<file path="src/rtl/gfx_mem_arbiter.sv">
`default_nettype none
`timescale 1ns/1ps
// ============================================================================
//  Module      : gfx_mem_arbiter
//  Description : Serves the four read-only graphics request ports (sprite
//                controller, BG0, BG1, overlay) from one shared pipelined
//                memory read port. A rotating-priority arbiter issues at most
//                one read per cycle, tags it with the owning port, and
//                returns the data with a one-cycle rready strobe.
//  Revision    : 1.0 - initial release
// ============================================================================
module gfx_mem_arbiter #(
    parameter int MEM_LATENCY = 1      // cycles from accepted read to mem_data (1..3)
) (
    input  logic        CLK,
    input  logic        RST,

    input  logic [15:0] spcon_memory_address,
    input  logic        spcon_rvalid,
    output logic        spcon_rready,
    output logic [15:0] spcon_memory_data,

    input  logic [15:0] bg0_memory_address,
    input  logic        bg0_rvalid,
    output logic        bg0_rready,
    output logic [15:0] bg0_memory_data,

    input  logic [15:0] bg1_memory_address,
    input  logic        bg1_rvalid,
    output logic        bg1_rready,
    output logic [15:0] bg1_memory_data,

    input  logic [15:0] ov_memory_address,
    input  logic        ov_rvalid,
    output logic        ov_rready,
    output logic [15:0] ov_memory_data,

    output logic [15:0] mem_address,
    output logic        mem_rd,
    input  logic        mem_ready,
    input  logic [15:0] mem_data
);

    localparam int c_NUM_PORTS = 4;

    // Port index order: 0 = spcon, 1 = bg0, 2 = bg1, 3 = ov
    logic [3:0]                  w_req;
    logic [3:0][15:0]            w_addr;
    logic [3:0]                  w_elig;

    logic [3:0]                  r_pending;
    logic [1:0]                  r_rr_ptr;

    logic                        w_grant_vld;
    logic [1:0]                  w_grant_port;
    logic [1:0]                  w_idx;
    logic                        w_accept;
    logic [3:0]                  w_set;

    // Return-tag pipeline: stage MEM_LATENCY-1 lines up with valid mem_data
    logic [MEM_LATENCY-1:0]      r_tag_vld;
    logic [MEM_LATENCY-1:0][1:0] r_tag_port;
    logic                        w_ret_vld;
    logic [1:0]                  w_ret_port;

    logic [3:0]                  r_rready;
    logic [3:0][15:0]            r_data;

    assign w_req  = {ov_rvalid, bg1_rvalid, bg0_rvalid, spcon_rvalid};
    assign w_addr = {ov_memory_address, bg1_memory_address,
                     bg0_memory_address, spcon_memory_address};

    // A port with a read already in flight waits until its rready cycle ends
    assign w_elig = w_req & ~r_pending;

    // Rotating-priority search: start at r_rr_ptr, wrap 3 -> 0, first eligible wins
    always_comb begin
        w_grant_vld  = 1'b0;
        w_grant_port = 2'd0;
        w_idx        = 2'd0;
        for (int i = 0; i < c_NUM_PORTS; i++) begin
            w_idx = r_rr_ptr + 2'(i);
            if (!w_grant_vld && w_elig[w_idx]) begin
                w_grant_vld  = 1'b1;
                w_grant_port = w_idx;
            end
        end
    end

    // Request is suppressed during reset so memory never sees a read then
    assign mem_rd      = w_grant_vld & ~RST;
    assign mem_address = mem_rd ? w_addr[w_grant_port] : 16'h0000;
    assign w_accept    = mem_rd & mem_ready;
    assign w_set       = w_accept ? (4'b0001 << w_grant_port) : 4'b0000;

    assign w_ret_vld   = r_tag_vld[MEM_LATENCY-1];
    assign w_ret_port  = r_tag_port[MEM_LATENCY-1];

    // Arbitration state only moves on an accepted read; stalls leave it untouched
    always_ff @(posedge CLK or posedge RST) begin
        if (RST) begin
            r_rr_ptr  <= 2'd0;
            r_pending <= 4'b0000;
        end else begin
            if (w_accept) begin
                r_rr_ptr <= w_grant_port + 2'd1;
            end
            r_pending <= (r_pending & ~r_rready) | w_set;
        end
    end

    // Shift the port tag alongside the memory pipeline
    always_ff @(posedge CLK or posedge RST) begin
        if (RST) begin
            r_tag_vld  <= '0;
            r_tag_port <= '0;
        end else begin
            r_tag_vld[0]  <= w_accept;
            r_tag_port[0] <= w_grant_port;
            for (int i = 1; i < MEM_LATENCY; i++) begin
                r_tag_vld[i]  <= r_tag_vld[i-1];
                r_tag_port[i] <= r_tag_port[i-1];
            end
        end
    end

    // Capture returning data for the tagged port and strobe its rready for one cycle
    always_ff @(posedge CLK or posedge RST) begin
        if (RST) begin
            r_rready <= 4'b0000;
            r_data   <= '0;
        end else begin
            r_rready <= 4'b0000;
            if (w_ret_vld) begin
                r_rready[w_ret_port] <= 1'b1;
                r_data[w_ret_port]   <= mem_data;
            end
        end
    end

    assign spcon_rready      = r_rready[0];
    assign bg0_rready        = r_rready[1];
    assign bg1_rready        = r_rready[2];
    assign ov_rready         = r_rready[3];
    assign spcon_memory_data = r_data[0];
    assign bg0_memory_data   = r_data[1];
    assign bg1_memory_data   = r_data[2];
    assign ov_memory_data    = r_data[3];

endmodule
`default_nettype wire

</file>
<file path="config.mk">
export PLATFORM = sky130hd
export DESIGN_NAME = gfx_mem_arbiter
export DESIGN_NICKNAME = d
export VERILOG_FILES = /design/src/rtl/gfx_mem_arbiter.sv
export SDC_FILE = /design/constraint.sdc
export NUM_CORES = 1
export LEC_CHECK = 0
export BUFFER_PORTS_ARGS = -buffer_cell sky130_fd_sc_hd__buf_4
export CAP_MARGIN = 0
export CORE_UTILIZATION = 39
export CTS_BUF_LIST = sky130_fd_sc_hd__clkbuf_4
export DETAILED_ROUTE_END_ITERATION = 10
export HOLD_SLACK_MARGIN = 0.06
export PLACE_DENSITY_LB_ADDON = 0.2
export SYNTH_ARGS = -nofsm -noshare
export SYNTH_HDL_FRONTEND = slang
export SYNTH_SLANG_ARGS = --single-unit
</file>
<file path="constraint.sdc">
create_clock -name CLK -period 2.1 [get_ports CLK]
set_input_delay 0.21 -clock CLK [delete_from_list [all_inputs] [get_ports CLK]]
set_output_delay 0.21 -clock CLK [all_outputs]
set_load 0.02 [all_outputs]
</file>
==> key figures <==
Outcome
  – Status: finished with violations
  – Failing checks: setup timing

Drt
  – Initial drt markers: 57
  – Routed WL: 10360 um
  – Vias: 3134
  – Routed wire per std cell: 16.46 um
  – Vias per cell: 4.983
  – Post-DRT Antenna Nets: 0
  – DRC violations left: 0
  – Pre-antenna DRT Iters: 4

Placement
  – Post-Place Setup Slack: 0.1089 ns
  – # port buffers: 171
  – Cells after DPL: 584
  – Gpl congestion: 0.8226
  – Dpl hpwl: 6940 um
  – DP Area: 4967 sq um

Layout
  – Fill count: 695
  – Antenna cells: 0
  – Multi-input gate area: 1672 sq um
  – Reg area: 1927 sq um
  – Area growth syn-to-layout: 62.56%
  – Most frequent cells in the layout: buf_4 (171), nand2_1 (100), dfrtp_1 (77), mux2_2 (33), dlygate4sd3_1 (18)
  – Final core occ: 0.6547
  – Layout Cells excl Fill: 629
  – Layout cells sized above 1: 0.5470
  – Post-route cell area: 5709 sq um
  – Final net count: 603
  – Most common cell after layout, fill and taps aside: buf_4

GRT
  – Initial antenna violation count: 0
  – Final global-route overflow total: 0
  – Largest net degree at the start of global routing: 34
  – First-pass GRT wire length: 16750 um
  – GRT Util Overall: 0.2231
  – Vias in the first global route: 3273

Logic synthesis
  – Mapped Cells: 308
  – Synth Register Bits: 77
  – Avg Inst Size Synth: 11.40 sq um
  – Synth cell types: 31
  – Synthesized cell area: 3512 sq um
  – Synthesis Warnings: 0
  – Net count after synthesis: 395
  – Seq/Total Area, Yosys: 0.5486

Timing
  – Slew HR: 0.5874
  – Hold slack final: 0.1465 ns
  – Final min period: 2.343 ns
  – Setup Skew: 0.02347 ns
  – Setup-failing EPs final: 16
  – Worst Max-Slew Pin Slew: 0.6151 ns
  – Max Clk Rate: 426.9 MHz
  – Final WS setup: -0.2427 ns
  – Final Cycle Share: 1.116
  – Final Max Tran Viols: 0
  – RSZ-0062 raised after global routing: yes
  – Sum Neg Setup Slack: -3.501 ns
  – Fin. Hold Viols: 0

Die
  – Starting Density: 0.4027
  – Core area: 8721 sq um
  – Std cell rows: 34
  – DIE AREA: 9389 sq um
  – Die W: 96.90 um
  – Io pins: 172
  – Die height: 96.90 um

Clock tree
  – Clock latency on the worst-skew pair: 0.42 ns
  – Clk buf depth: 2
  – Clk slew on worst S/H paths: 0.11 ns
  – Clock root buffer: clkbuf_4
  – H-tree depth: 3
  – Inserted Clock Buffers: 9
  – Clock Sinks: 77
  – CTS tree: done

Job
  – MaxCap Viol Count: 0

Critical path
  – Crit Path Class: reg -> out
  – Endpoint class of the critical path: output port
  – Startpoint class of the critical path: flop
  – CP required: 1.89 ns
  – Worst Path Max Fanout: 8
  – Crit path DAT: 2.13 ns

Power and ir drop
  – Pwr dens: 1492 nW/um^2
  – VDD IR-drop max: 0.7975 mV
  – Design Power: 8.519 mW
  – P_leak: 2.783 nW

Worst hold path
  – Worst Hold Class: in -> reg
[worst max-delay path, cell delays in order (launching register included)]
cell	delay [ns]
dfrtp_1	0.39
nand2b_4	0.15
a21bo_2	0.19
a22oi_2	0.19
buf_6	0.16
buf_12	0.16
mux2i_4	0.22
o22ai_1	0.11
buf_4	0.16
[sequential cells by signal (all words and copies together), names as in the netlist]
register / flops
bg0_memory_data: 16
bg1_memory_data: 16
ov_memory_data: 16
r_pending: 4
r_rr_ptr: 2
r_rready: 4
r_tag_port: 2
r_tag_vld: 1
spcon_memory_data: 16
[what timing repair did]
| action | in CTS | in global routing |
|---|---|---|
| setup endpoints to repair | 16 | 16 |
| endpoints found under the hold margin | 89 | 0 |
| buffers inserted | 6 | 1 |
| hold buffers | 18 | 0 |
| pin swaps | 4 | 11 |
| cloned | 3 | 1 |
| resized for setup | 24 | 30 |
[Yosys cell counts, drive strengths merged]
cell type	n	area (sq um)
nand2	100	375.4
dfrtp	77	1927
mux2	33	371.6
mux2i	32	320.3
o22ai	17	168.9
buf	9	73.82
inv	6	22.52
clkbuf	5	18.77
nand2b	5	61.31
o21ai	4	20.01
clkinv	3	11.26
nand3	2	10.01
nand3b	2	15.01
nor3b	2	20.02
a21bo	1	10.01
a22o	1	8.760
a22oi	1	7.510
a32o	1	10.01
a41oi	1	16.27
nand4	1	6.260
nor2	1	3.750
nor2b	1	6.260
o211a	1	10.01
o32ai	1	8.760
xnor2	1	8.760
[power breakdown]
group	internal [mW]	total, mW	switching, mW
logic	2.45	4.88	2.43
clock network	0.486	1.02	0.536
registers	2.19	2.62	0.424
total	5.13	8.52	3.39
[final timing paths]
check / start / end / slack [ns] / depth (start not counted)
max: r_pending[3]$_DFF_PP0_ / mem_address[2] / -0.24 / 8
min in group asynchronous: RST / bg1_memory_data[9]$_DFFE_PP0P_ / 0.47 / 3
min reg2reg: r_rready[2]$_DFF_PP0_ / r_pending[2]$_DFF_PP0_ / 0.47 / 1
max in group asynchronous: RST / r_rready[3]$_DFF_PP0_ / 0.96 / 4
min: RST / r_pending[2]$_DFF_PP0_ / 0.15 / 4
max reg2reg: r_pending[3]$_DFF_PP0_ / r_pending[0]$_DFF_PP0_ / 0.48 / 5
[cell families (layout without fill, tap and decap cells)]
logic type      count (synthesis)  count (layout)  share of synthesized area
simple gates                  114             115                     0.1418
mux                            65              65                     0.1970
compound gates                 28              28                    0.07410
buf+inv                        23             235                    0.03598
xor+xnor                        1               1                   0.002494
flops                          77              77                     0.5486
[routing by layer]
| layer | vias up | share of wire | GRT usage |
|---|---|---|---|
| met4 | 0 | 0.0086 | 0.05396 |
| met3 | 8 | 0.051 | 0.05347 |
| met1 | 1552 | 0.41 | 0.2865 |
| li1 | 1474 | - | - |
| met2 | 100 | 0.53 | 0.3797 |
| met5 | - | 0 | 0 |
[cell type report]
| type | instances | area share |
|---|---|---|
| clock inverters | 7 | 0.01709 |
| repair buffers | 210 | 0.3105 |
| inverters | 9 | 0.006575 |
| multi-input cells | 209 | 0.2928 |
| well taps | 108 | 0.02367 |
| flip-flops and latches | 77 | 0.3375 |
| clock buffers | 9 | 0.01183 |
(Power assumes the default switching activity.)
